[src/rtl/hycube_port_arbiter_pkg.sv]
// Shared types and constants for the HyCUBE configuration-port arbiter.
// Holds the FSM state encoding, the hc_da_valid phase codes, the read-timeout
// error word and the latched transaction payload.
package hycube_port_arbiter_pkg;

    localparam int unsigned NUM_REQ    = 2;
    localparam int unsigned ADDR_WIDTH = 16;
    localparam int unsigned CNT_WIDTH  = 8;

    typedef enum logic [2:0] {
        ST_IDLE   = 3'd0,
        ST_ADDR   = 3'd1,
        ST_WDATA  = 3'd2,
        ST_RDWAIT = 3'd3,
        ST_EXEC   = 3'd4
    } state_e;

    // hc_da_valid phase codes
    localparam logic [1:0] DA_NONE = 2'b00;
    localparam logic [1:0] DA_ADDR = 2'b10;
    localparam logic [1:0] DA_DATA = 2'b01;

    // Returned on rdata when a read never comes back
    localparam logic [15:0] ERR_WORD = 16'hDEAD;

    // Operands captured at grant time
    typedef struct packed {
        logic                  id;
        logic                  we;
        logic [ADDR_WIDTH-1:0] addr;
    } txn_t;

endpackage

[src/rtl/hycube_port_arbiter_if.sv]
// Requester + HyCUBE array side signal bundle of the port arbiter.
//   slave  : the arbiter (samples req/we/addr_i/wdata_i/start_req and the
//            array returns, drives gnt/read return/busy and the hc_* bus)
//   master : the requesters and array model on the other side
interface hycube_port_arbiter_if #(
    parameter int unsigned DATA_WIDTH = 16
);
    import hycube_port_arbiter_pkg::*;

    // requester side
    logic [NUM_REQ-1:0]                  req;
    logic [NUM_REQ-1:0]                  we;
    logic [NUM_REQ-1:0][ADDR_WIDTH-1:0]  addr_i;
    logic [NUM_REQ-1:0][DATA_WIDTH-1:0]  wdata_i;
    logic [NUM_REQ-1:0]                  start_req;
    logic [NUM_REQ-1:0]                  gnt;
    logic [DATA_WIDTH-1:0]               rdata;
    logic                                rvalid;
    logic                                rid;
    logic                                rerr;
    logic                                busy_exec;

    // array side
    logic [DATA_WIDTH-1:0]               hc_data;
    logic                                hc_data_or_addr;
    logic                                hc_read_write;
    logic [1:0]                          hc_da_valid;
    logic                                hc_start_exec;
    logic [DATA_WIDTH-1:0]               hc_rdata;
    logic                                hc_rdata_valid;
    logic                                hc_exec_end;

    modport slave (
        input  req, we, addr_i, wdata_i, start_req,
        input  hc_rdata, hc_rdata_valid, hc_exec_end,
        output gnt, rdata, rvalid, rid, rerr, busy_exec,
        output hc_data, hc_data_or_addr, hc_read_write, hc_da_valid, hc_start_exec
    );

    modport master (
        output req, we, addr_i, wdata_i, start_req,
        output hc_rdata, hc_rdata_valid, hc_exec_end,
        input  gnt, rdata, rvalid, rid, rerr, busy_exec,
        input  hc_data, hc_data_or_addr, hc_read_write, hc_da_valid, hc_start_exec
    );

endinterface

[src/rtl/hycube_rr_arb2.sv]
// Two-input round-robin arbiter.
//   clk, rstn : clock, async active-low reset (pointer back to requester 0)
//   req_i     : request vector
//   en_i      : arbitration allowed this cycle
//   gnt_o_c   : combinational one-hot grant; pointer moves past the winner
module hycube_rr_arb2 (
    input  logic       clk,
    input  logic       rstn,
    input  logic [1:0] req_i,
    input  logic       en_i,
    output logic [1:0] gnt_o_c
);

    logic ptr_q;
    logic ptr_d;

    // Pointer requester wins ties; after a grant the other one gets priority
    always_comb begin
        gnt_o_c = 2'b00;
        ptr_d   = ptr_q;
        if (en_i) begin
            if (req_i[ptr_q]) begin
                gnt_o_c[ptr_q] = 1'b1;
            end else if (req_i[~ptr_q]) begin
                gnt_o_c[~ptr_q] = 1'b1;
            end
        end
        if (gnt_o_c[0]) begin
            ptr_d = 1'b1;
        end else if (gnt_o_c[1]) begin
            ptr_d = 1'b0;
        end
    end

    always_ff @(posedge clk or negedge rstn) begin
        if (!rstn) begin
            ptr_q <= 1'b0;
        end else begin
            ptr_q <= ptr_d;
        end
    end

endmodule

[src/rtl/hycube_port_arbiter.sv]
// Arbitrates the SPI (0) and parallel-scan (1) requesters onto the HyCUBE
// configuration bus and sequences array execution.
//   clk, rstn : clock, async active-low reset
//   bus       : requester handshake (req/we/addr_i/wdata_i/start_req ->
//               gnt/rdata/rvalid/rid/rerr/busy_exec) and array bus
//               (hc_data/hc_data_or_addr/hc_read_write/hc_da_valid/
//               hc_start_exec <- hc_rdata/hc_rdata_valid/hc_exec_end)
// All outputs are registered and reflect the state being entered.
module hycube_port_arbiter
    import hycube_port_arbiter_pkg::*;
#(
    parameter int unsigned DATA_WIDTH = 16,
    parameter int unsigned RD_TIMEOUT = 255
) (
    input  logic                 clk,
    input  logic                 rstn,
    hycube_port_arbiter_if.slave bus
);

    state_e                 state_q, state_d;
    txn_t                   txn_q, txn_d;
    logic [DATA_WIDTH-1:0]  wdata_q, wdata_d;
    logic [CNT_WIDTH-1:0]   cnt_q, cnt_d;
    logic                   start_pend_q, start_pend_d;
    logic                   rst_done_q;

    logic [NUM_REQ-1:0]     gnt_q, gnt_d;
    logic [DATA_WIDTH-1:0]  rdata_q, rdata_d;
    logic                   rvalid_q, rvalid_d;
    logic                   rid_q, rid_d;
    logic                   rerr_q, rerr_d;
    logic                   busy_q, busy_d;
    logic [DATA_WIDTH-1:0]  hc_data_q, hc_data_d;
    logic                   hc_doa_q, hc_doa_d;
    logic                   hc_rw_q, hc_rw_d;
    logic [1:0]             hc_da_q, hc_da_d;
    logic                   hc_start_q, hc_start_d;

    logic                   start_any_c;
    logic                   arb_en_c;
    logic [NUM_REQ-1:0]     arb_gnt_c;

    // Sticky start request, including one arriving this very cycle
    assign start_any_c = start_pend_q | (|bus.start_req);

    // Grants only from IDLE, never while a start is owed, never on the first edge after reset
    assign arb_en_c = (state_q == ST_IDLE) && !start_any_c && rst_done_q;

    hycube_rr_arb2 u_rr_arb2 (
        .clk     (clk),
        .rstn    (rstn),
        .req_i   (bus.req),
        .en_i    (arb_en_c),
        .gnt_o_c (arb_gnt_c)
    );

    // Next state, then registered outputs derived from the state being entered
    always_comb begin
        state_d      = state_q;
        txn_d        = txn_q;
        wdata_d      = wdata_q;
        cnt_d        = cnt_q;
        start_pend_d = start_any_c;
        gnt_d        = '0;
        rvalid_d     = 1'b0;
        rid_d        = 1'b0;
        rerr_d       = 1'b0;
        rdata_d      = '0;
        hc_start_d   = 1'b0;
        hc_data_d    = '0;
        hc_doa_d     = 1'b0;
        hc_rw_d      = 1'b0;
        hc_da_d      = DA_NONE;

        unique case (state_q)
            ST_IDLE: begin
                if (start_any_c) begin
                    start_pend_d = 1'b0;
                    hc_start_d   = 1'b1;
                    state_d      = ST_EXEC;
                end else if (arb_gnt_c != 2'b00) begin
                    gnt_d      = arb_gnt_c;
                    txn_d.id   = arb_gnt_c[1];
                    txn_d.we   = bus.we[arb_gnt_c[1]];
                    txn_d.addr = bus.addr_i[arb_gnt_c[1]];
                    wdata_d    = bus.wdata_i[arb_gnt_c[1]];
                    state_d    = ST_ADDR;
                end
            end
            ST_ADDR: begin
                cnt_d   = '0;
                state_d = txn_q.we ? ST_WDATA : ST_RDWAIT;
            end
            ST_WDATA: begin
                state_d = ST_IDLE;
            end
            ST_RDWAIT: begin
                if (bus.hc_rdata_valid) begin
                    rvalid_d = 1'b1;
                    rid_d    = txn_q.id;
                    rdata_d  = bus.hc_rdata;
                    state_d  = ST_IDLE;
                end else if (cnt_q == CNT_WIDTH'(RD_TIMEOUT - 1)) begin
                    rvalid_d = 1'b1;
                    rid_d    = txn_q.id;
                    rerr_d   = 1'b1;
                    rdata_d  = DATA_WIDTH'(ERR_WORD);
                    state_d  = ST_IDLE;
                end else begin
                    cnt_d = cnt_q + CNT_WIDTH'(1);
                end
            end
            ST_EXEC: begin
                if (bus.hc_exec_end) begin
                    state_d = ST_IDLE;
                end
            end
            default: begin
                state_d = ST_IDLE;
            end
        endcase

        case (state_d)
            ST_ADDR: begin
                hc_data_d = DATA_WIDTH'(txn_d.addr);
                hc_doa_d  = 1'b1;
                hc_da_d   = DA_ADDR;
                hc_rw_d   = ~txn_d.we;
            end
            ST_WDATA: begin
                hc_data_d = wdata_d;
                hc_da_d   = DA_DATA;
            end
            ST_RDWAIT: begin
                hc_rw_d = 1'b1;
            end
            default: begin
            end
        endcase

        busy_d = (state_d == ST_EXEC);
    end

    // State and output registers
    always_ff @(posedge clk or negedge rstn) begin
        if (!rstn) begin
            state_q      <= ST_IDLE;
            txn_q        <= '0;
            wdata_q      <= '0;
            cnt_q        <= '0;
            start_pend_q <= 1'b0;
            rst_done_q   <= 1'b0;
            gnt_q        <= '0;
            rdata_q      <= '0;
            rvalid_q     <= 1'b0;
            rid_q        <= 1'b0;
            rerr_q       <= 1'b0;
            busy_q       <= 1'b0;
            hc_data_q    <= '0;
            hc_doa_q     <= 1'b0;
            hc_rw_q      <= 1'b0;
            hc_da_q      <= DA_NONE;
            hc_start_q   <= 1'b0;
        end else begin
            state_q      <= state_d;
            txn_q        <= txn_d;
            wdata_q      <= wdata_d;
            cnt_q        <= cnt_d;
            start_pend_q <= start_pend_d;
            rst_done_q   <= 1'b1;
            gnt_q        <= gnt_d;
            rdata_q      <= rdata_d;
            rvalid_q     <= rvalid_d;
            rid_q        <= rid_d;
            rerr_q       <= rerr_d;
            busy_q       <= busy_d;
            hc_data_q    <= hc_data_d;
            hc_doa_q     <= hc_doa_d;
            hc_rw_q      <= hc_rw_d;
            hc_da_q      <= hc_da_d;
            hc_start_q   <= hc_start_d;
        end
    end

    assign bus.gnt             = gnt_q;
    assign bus.rdata           = rdata_q;
    assign bus.rvalid          = rvalid_q;
    assign bus.rid             = rid_q;
    assign bus.rerr            = rerr_q;
    assign bus.busy_exec       = busy_q;
    assign bus.hc_data         = hc_data_q;
    assign bus.hc_data_or_addr = hc_doa_q;
    assign bus.hc_read_write   = hc_rw_q;
    assign bus.hc_da_valid     = hc_da_q;
    assign bus.hc_start_exec   = hc_start_q;

endmodule

[src/flat_wrapper.sv]
// flat-port wrapper written by rule: the top's interface ports become plain ports
module hycube_port_arbiter_flat import hycube_port_arbiter_pkg::*;
#(
    parameter int unsigned DATA_WIDTH = 16,
    parameter int unsigned RD_TIMEOUT = 255
)
  (clk, rstn, bus_req, bus_we, bus_addr_i, bus_wdata_i, bus_start_req, bus_hc_rdata, bus_hc_rdata_valid, bus_hc_exec_end, bus_gnt, bus_rdata, bus_rvalid, bus_rid, bus_rerr, bus_busy_exec, bus_hc_data, bus_hc_data_or_addr, bus_hc_read_write, bus_hc_da_valid, bus_hc_start_exec);
  hycube_port_arbiter_if #(.DATA_WIDTH(DATA_WIDTH)) bus_i ();
  input  logic clk;
  input  logic rstn;
  input wire logic [$bits(bus_i.req)-1:0] bus_req;
  input wire logic [$bits(bus_i.we)-1:0] bus_we;
  input wire logic [$bits(bus_i.addr_i)-1:0] bus_addr_i;
  input wire logic [$bits(bus_i.wdata_i)-1:0] bus_wdata_i;
  input wire logic [$bits(bus_i.start_req)-1:0] bus_start_req;
  input wire logic [$bits(bus_i.hc_rdata)-1:0] bus_hc_rdata;
  input wire logic [$bits(bus_i.hc_rdata_valid)-1:0] bus_hc_rdata_valid;
  input wire logic [$bits(bus_i.hc_exec_end)-1:0] bus_hc_exec_end;
  output wire logic [$bits(bus_i.gnt)-1:0] bus_gnt;
  output wire logic [$bits(bus_i.rdata)-1:0] bus_rdata;
  output wire logic [$bits(bus_i.rvalid)-1:0] bus_rvalid;
  output wire logic [$bits(bus_i.rid)-1:0] bus_rid;
  output wire logic [$bits(bus_i.rerr)-1:0] bus_rerr;
  output wire logic [$bits(bus_i.busy_exec)-1:0] bus_busy_exec;
  output wire logic [$bits(bus_i.hc_data)-1:0] bus_hc_data;
  output wire logic [$bits(bus_i.hc_data_or_addr)-1:0] bus_hc_data_or_addr;
  output wire logic [$bits(bus_i.hc_read_write)-1:0] bus_hc_read_write;
  output wire logic [$bits(bus_i.hc_da_valid)-1:0] bus_hc_da_valid;
  output wire logic [$bits(bus_i.hc_start_exec)-1:0] bus_hc_start_exec;
  assign bus_i.req = bus_req;
  assign bus_i.we = bus_we;
  assign bus_i.addr_i = bus_addr_i;
  assign bus_i.wdata_i = bus_wdata_i;
  assign bus_i.start_req = bus_start_req;
  assign bus_i.hc_rdata = bus_hc_rdata;
  assign bus_i.hc_rdata_valid = bus_hc_rdata_valid;
  assign bus_i.hc_exec_end = bus_hc_exec_end;
  assign bus_gnt = bus_i.gnt;
  assign bus_rdata = bus_i.rdata;
  assign bus_rvalid = bus_i.rvalid;
  assign bus_rid = bus_i.rid;
  assign bus_rerr = bus_i.rerr;
  assign bus_busy_exec = bus_i.busy_exec;
  assign bus_hc_data = bus_i.hc_data;
  assign bus_hc_data_or_addr = bus_i.hc_data_or_addr;
  assign bus_hc_read_write = bus_i.hc_read_write;
  assign bus_hc_da_valid = bus_i.hc_da_valid;
  assign bus_hc_start_exec = bus_i.hc_start_exec;
  hycube_port_arbiter #(.DATA_WIDTH(DATA_WIDTH), .RD_TIMEOUT(RD_TIMEOUT)) u_core (.clk(clk), .rstn(rstn), .bus(bus_i));
endmodule
[config.mk]
export PLATFORM = sky130hd
export DESIGN_NAME = hycube_port_arbiter_flat
export DESIGN_NICKNAME = d
export VERILOG_FILES = /design/src/rtl/hycube_port_arbiter_pkg.sv /design/src/rtl/hycube_port_arbiter_if.sv /design/src/rtl/hycube_rr_arb2.sv /design/src/rtl/hycube_port_arbiter.sv /design/src/flat_wrapper.sv
export SDC_FILE = /design/constraint.sdc
export NUM_CORES = 1
export LEC_CHECK = 0
export ABC_AREA = 1
export CORE_MARGIN = 3
export CORE_UTILIZATION = 44
export CTS_CLUSTER_SIZE = 40
export DETAILED_ROUTE_END_ITERATION = 8
export PLACE_DENSITY = 0.88
export SETUP_SLACK_MARGIN = 0.15
export SYNTH_ARGS = -nofsm -noshare
export SYNTH_HDL_FRONTEND = slang
export SYNTH_SLANG_ARGS = --single-unit
[constraint.sdc]
create_clock -name clk -period 1.7 [get_ports clk]
set_input_delay 0.34 -clock clk [delete_from_list [all_inputs] [get_ports clk]]
set_output_delay 0.34 -clock clk [all_outputs]
set_load 0.01 [all_outputs]
==> results of run 1 <==
[sequential cells by signal, indices dropped and copies added (netlist names), 2 cells and up]
| register | cells |
|---|---|
| u_core.bus.gnt | 2 |
| u_core.bus.hc_da_valid | 2 |
| u_core.bus.hc_data | 16 |
| u_core.bus.rdata | 16 |
| u_core.cnt_q | 8 |
| u_core.state_q | 3 |
| u_core.txn_q | 2 |
| u_core.wdata_q | 16 |
[layout make-up]
class,instances,area (sq um)
timing repair buffer,171,1710
fill,547,2190
inverter,53,204
sequential,75,1880
tap,102,128
clock buffer,9,124
multi-input combinational,261,1520
clock inverter,7,57.6
antenna,1,2.50
[per-stage QoR]
step / power [W] / setup WS [ns] / std cells / TNS [ns] / util [%]
after global routing: 0.00532 / -0.0365 / 679 / -0.0941 / 72.0
after floorplan: 0.00301 / 0.227 / 409 / 0 / -
after CTS: 0.00487 / 0.116 / 671 / 0 / 68.3
after detailed placement: 0.00363 / -0.232 / 654 / -6.55 / 66.3
after global placement: 0.00356 / -0.213 / 654 / -5.42 / 66.3
final: 0.00507 / 0.0465 / 679 / 0 / 72.0
[routing by layer]
metal / track usage [%] / part of all wire [%] / up-vias
met5: 0 / 0 / -
met4: 10.5 / 2.6 / 0
met3: 4.22 / 8.3 / 33
met2: 37.9 / 53 / 181
met1: 25.2 / 37 / 1602
li1: - / - / 1595
[cells in the final DEF (no fill, tap or decap), drive strengths merged, types with 2 or more instances in the layout]
cell type,count
clkinvlp,2
nand3b,28
nand4,3
inv,57
ha,2
o21ai,21
xor2,2
dlygate4sd2,43
clkbuf,12
o31ai,2
dfrtp,75
nand2,136
a21oi,2
nand3,36
nor2,23
clkdlybuf4s50,87
buf,36
[cells by family after synthesis]
logic type	share of synthesized area, %
AO/OA/AOI/OAI	5.71
XOR/XNOR	0.736
adder cells (fa/ha/maj)	0.701
buffers and inverters	8.73
flip-flops	52.6
other	0.105
AND/OR/NAND/NOR	31.4
[worst max path at each step]
| stage | slack, ns | end | from | depth (start not counted) |
|---|---|---|---|---|
| after floorplan | 0.23 | u_core.bus.hc_data[4]$_DFF_PN0_ | u_core.cnt_q[0]$_DFFE_PN0P_ | 10 |
| after global placement | -0.21 | u_core.bus.hc_data[3]$_DFF_PN0_ | bus_start_req[1] | 9 |
| after detailed placement | -0.23 | u_core.bus.hc_data[14]$_DFF_PN0_ | bus_start_req[1] | 9 |
| after CTS | 0.12 | u_core.bus.hc_data[6]$_DFF_PN0_ | bus_start_req[1] | 9 |
| after global routing | -0.04 | u_core.bus.hc_data[9]$_DFF_PN0_ | u_core.state_q[1]$_DFF_PN0_ | 8 |
| final | 0.05 | u_core.bus.hc_data[13]$_DFF_PN0_ | bus_start_req[1] | 9 |
[power by group]
part           total, W  switching [W]  internal, W  leakage, nW
logic           0.00152       0.000825     0.000698         1.99
clock network   0.00129       0.000734     0.000552       0.0886
registers       0.00226       0.000147      0.00211        0.968
[worst reg2reg max path: cells and delay by family (launching register included)]
family	cells	cell delay (ns)
simple gates	5	0.75
buf+inv	2	0.32
flops	1	0.40
compound gates	1	0.06
[what timing repair did]
| item | CTS | global route |
|---|---|---|
| resized for setup | 50 | 49 |
| pin swaps | 1 | 24 |
| buffers inserted | 0 | 3 |
| setup endpoints to repair | 61 | 39 |
| endpoints found under the hold margin | 29 | 0 |
| cloned | 0 | 4 |
| hold buffers | 1 | 0 |
==> flow_metrics.py, run 1 <==
metrics = {
    "placement": {
        "gp_congestion": 0.870,
        "place_hpwl_mm": 7.26,
        "portBuffers": 132,
        "dpl-instance-area_sq_um": 5170,
    },
    "synthesis": {
        "synth_edf_count": 0,
        "ys_top_cells_by_count": "nand2_1 (125), dfrtp_1 (75), inv_1 (51)",
        "ys_seq_area_share_pct": 52.6,
        "ys_top_cells_by_area": "dfrtp_1 (53%), nand2_1 (13%), nand3b_1 (5.9%), inv_1 (5.4%), nand3_1 (3.9%)",
        "synth_top_cell_area_share_pct": 52.6,
        "syn_inst": 409,
        "synth.most_common_cell": "nand2_1",
        "ys.flop_type": "dfrtp_1",
        "synth_cell_type_count": 33,
        "synthesis.nets": 501,
        "async_flop_share_pct": 100,
        "ys_seq_elements": 75,
        "synth_top_cell_by_area": "dfrtp_1",
        "syn_area_sq_um": 3570,
        "ys_warn_count": 0,
        "syn_avg_cell_area_sq_um": 8.73,
    },
    "floorplanning": {
        "die-area_sq_um": 9230,
        "initial_core_util_pct": 45.7,
        "io-pin-count": 133,
        "die_h_um": 96.1,
        "rows": 32,
        "coreArea_sq_um": 7810,
        "die_x_um": 96.1,
    },
    "timing": {
        "rsz0062_at_grt": "true",
        "slew_violations": 0,
        "clock.fmax_mhz": 605,
        "setup_viol": 0,
        "hold_slack_ns": 0.456,
        "post-route-period-util_pct": 97.3,
        "fin_crit_ns": 1.65,
        "clock_skew_ns": 0.0134,
        "finalHoldViolCount": 0,
    },
    "finish": {
        "drive_above_1_share_pct": 21.4,
        "layout.nets": 663,
        "area.growth.synth_to_final_pct": 57.5,
        "post-route-cell-area_sq_um": 5620,
    },
    "critical_path": {
        "max_stage_delay_ns": 0.45,
        "cp.required_ns": 1.95,
        "cp_num_buf_inv": 3,
        "crit_family": "buffers and inverters",
        "path_cells": "clkdlybuf4s50_1 -> nor2_2 -> nand3_1 -> nor2_4 -> buf_12 -> clkbuf_16 -> nand3b_1 -> nand3_2 -> o21ai_2",
        "worstReg2RegEnd": "u_core.bus.hc_data[13]$_DFF_PN0_",
        "critPathMaxFanout": 6,
        "r2r_cells": 8,
        "start_kind": "input pin",
        "endpoint_kind": "flip-flop",
        "timing.reg2reg.setup_slack_ns": 0.07,
        "reg2reg_from": "u_core.state_q[1]$_DFF_PN0_",
        "critPathKind": "input pin to flip-flop",
        "slowest_stage": "clkdlybuf4s50_1",
        "crit_arrival_ns": 1.90,
    },
    "hold_path": {
        "hold_class": "input pin to async pin",
    },
    "route": {
        "vias_per_cell": 5.02,
        "finalWirelength_mm": 10.8,
        "vias": 3411,
        "wl_per_cell_um": 15.9,
        "drt_iter0_drc": 125,
        "ant_nets": 0,
        "firstDrtPassIters": 5,
        "drc": 0,
    },
    "status": {
        "outcome": "complete, no violations",
    },
    "clock_tree": {
        "clk_latency_ns": 0.35,
        "cts_made_buffers": 9,
        "cts_root_buf": "clkbuf_8",
        "cts.htree.levels": 3,
        "path_clk_slew_ns": 0.09,
        "cts_sinks": 75,
        "cts_tree": "yes",
        "ctsLongestPathBuffers": 2,
    },
    "power_and_ir_drop": {
        "vdd_ir_drop_max_mv": 0.468,
        "leakage_nw": 3.05,
        "powerDensity_nw_per_um2": 901,
    },
    "grt": {
        "grt_pass1_wl_mm": 15.2,
        "antenna_found_initial": 1,
        "grt_max_degree": 47,
        "grt_usage_pct": 21.7,
        "grt.overflow.total": 0,
        "grt_pass1_vias": 3372,
    },
    "flow_run": {
        "cap_violations": 0,
    },
}
(Power assumes the default switching activity.)
==> run 2: changes to the inputs <==
--- a/config.mk
+++ b/config.mk
@@ -11,6 +11,7 @@
 export CTS_CLUSTER_SIZE = 40
 export DETAILED_ROUTE_END_ITERATION = 8
 export PLACE_DENSITY = 0.88
+export REMOVE_ABC_BUFFERS = 1
 export SETUP_SLACK_MARGIN = 0.15
 export SYNTH_ARGS = -nofsm -noshare
 export SYNTH_HDL_FRONTEND = slang
==> constraint.sdc (replaced) <==
create_clock -name clk -period 1.7 [get_ports clk]
set_input_delay 0.255 -clock clk [delete_from_list [all_inputs] [get_ports clk]]
set_output_delay 0.255 -clock clk [all_outputs]
set_load 0.005 [all_outputs]
==> flow_metrics.py, run 2 (synthesized netlist as in run 1, its figures left out) <==
metrics = {
    "route": {
        "drt_iter0_drc": 163,
        "ant_nets": 0,
        "drc": 0,
        "vias": 3375,
        "firstDrtPassIters": 4,
        "finalWirelength_mm": 10.1,
        "vias_per_cell": 4.97,
        "wl_per_cell_um": 14.9,
    },
    "critical_path": {
        "cp.required_ns": 1.94,
        "critPathKind": "flip-flop to flip-flop",
        "reg2reg_from": "u_core.state_q[2]$_DFF_PN0_",
        "worstReg2RegEnd": "u_core.bus.hc_data[15]$_DFF_PN0_",
        "critPathMaxFanout": 4,
        "path_cells": "inv_2 -> nand3_1 -> nor2_4 -> buf_4 -> a21oi_4 -> buf_4 -> buf_4 -> nand4_1 -> nand2_1",
        "endpoint_kind": "flip-flop",
        "cpMostUsedCell": "buf_4",
        "start_kind": "flip-flop",
        "timing.reg2reg.setup_slack_ns": 0.14,
        "crit_arrival_ns": 1.80,
        "slowest_stage": "dfrtp_1",
        "max_stage_delay_ns": 0.37,
        "r2r_cells": 9,
    },
    "placement": {
        "place_ws_ns": -0.161,
        "gp_congestion": 0.894,
        "place_hpwl_mm": 7.25,
        "portBuffers": 132,
    },
    "clock_tree": {
        "path_clk_slew_ns": 0.08,
        "cts_made_buffers": 9,
        "ctsLongestPathBuffers": 2,
        "cts_sinks": 75,
        "clk_latency_ns": 0.35,
        "cts_root_buf": "clkbuf_8",
        "cts_tree": "yes",
        "cts.htree.levels": 3,
    },
    "timing": {
        "layout_setup_ws_ns": 0.140,
        "finalHoldViolCount": 0,
        "finalSetupTns_ns": 0,
        "fin_crit_ns": 1.56,
        "hold_slack_ns": 0.294,
        "setup_viol": 0,
        "slew_violations": 0,
        "clock_skew_ns": 0.00947,
        "clock.fmax_mhz": 641,
        "rsz0062_at_grt": "true",
        "post-route-period-util_pct": 91.8,
    },
    "grt": {
        "grt_pass1_vias": 3515,
        "antenna_found_initial": 0,
        "grt_max_degree": 42,
        "grt.overflow.total": 0,
        "grt_usage_pct": 22.7,
        "grt_pass1_wl_mm": 15.9,
    },
    "floorplanning": {
        "coreArea_sq_um": 7810,
        "die_x_um": 96.1,
        "io-pin-count": 133,
        "die_h_um": 96.1,
        "die-area_sq_um": 9230,
        "initial_core_util_pct": 45.7,
        "rows": 32,
    },
    "status": {
        "outcome": "complete, no violations",
    },
    "power_and_ir_drop": {
        "leakage_nw": 2.82,
        "powerDensity_nw_per_um2": 945,
        "vdd_ir_drop_max_mv": 0.462,
        "total_power_w": 0.00532,
    },
    "hold_path": {
        "hold_class": "input pin to async pin",
    },
    "finish": {
        "layout_commonest_cell": "clkdlybuf4s50_1",
        "layout.nets": 664,
        "most-common-layout-cells": "clkdlybuf4s50_1 (131), nand2_1 (120), dfrtp_1 (75)",
        "area.growth.synth_to_final_pct": 57.9,
        "n_antenna_cell": 0,
        "drive_above_1_share_pct": 18.5,
    },
    "flow_run": {
        "cap_violations": 0,
    },
}
-- run 2: worst max-delay path by stage --
stage | slack (ns) | end | depth (start not counted) | start
after floorplan | -0.54 | u_core.wdata_q[14]$_DFF_PN0_ | 7 | u_core.state_q[0]$_DFF_PN0_
after global placement | -0.11 | u_core.bus.hc_data[15]$_DFF_PN0_ | 12 | bus_start_req[1]
after detailed placement | -0.16 | u_core.bus.hc_data[9]$_DFF_PN0_ | 11 | bus_start_req[1]
after CTS | 0.15 | u_core.bus.hc_data[9]$_DFF_PN0_ | 11 | u_core.state_q[1]$_DFF_PN0_
after global routing | 0.06 | u_core.bus.hc_data[15]$_DFF_PN0_ | 9 | u_core.state_q[2]$_DFF_PN0_
final | 0.14 | u_core.bus.hc_data[15]$_DFF_PN0_ | 9 | u_core.state_q[2]$_DFF_PN0_
-- run 2: report_power, final --
group	total, W	internal, W	switching, W
clock	0.00162	0.000980	0.000642
combinational	0.00145	0.000704	0.000743
sequential	0.00226	0.00211	0.000144
-- run 2: through the flow --
| stage | instance area (sq um) | util, % | std cells |
|---|---|---|---|
| after floorplan | 3460 | - | 389 |
| after global placement | 5150 | 65.9 | 649 |
| after detailed placement | 5150 | 65.9 | 649 |
| after CTS | 5470 | 70.0 | 673 |
| after global routing | 5640 | 72.2 | 679 |
| final | 5640 | 72.2 | 679 |
-- run 2: layer usage --
layer  share of wire [%]  wire, um  GRT usage (%)
met2                  51      5180           40.3
met5                   0         0              0
met3                 9.1       917           6.18
met4                 2.4       243           9.60
met1                  37      3750           25.4
-- run 2: cell type report --
class | count | area, sq um
Fill cell | 539 | 2170
Sequential cell | 75 | 1880
Timing Repair Buffer | 172 | 1720
Multi-Input combinational cell | 261 | 1470
Inverter | 53 | 204
Clock buffer | 12 | 135
Tap cell | 102 | 128
Clock inverter | 4 | 98.8
-- run 2: worst max-delay path: cells and delay by family, from the launching register on --
kind | cells | cell delay (ns)
DFF | 1 | 0.37
buffers and inverters | 4 | 0.52
AOI/OAI and AO/OA | 1 | 0.07
and+or+nand+nor | 4 | 0.50
-- run 2: timing repair --
action | 4_1_cts | 5_1_grt
pin swaps | 9 | 13
hold buffers | 1 | 0
hold endpoints to repair | 14 | 0
resized for setup | 8 | 31
cloned | 0 | 1
buffers inserted | 7 | 5
endpoints found under the setup margin | 19 | 29
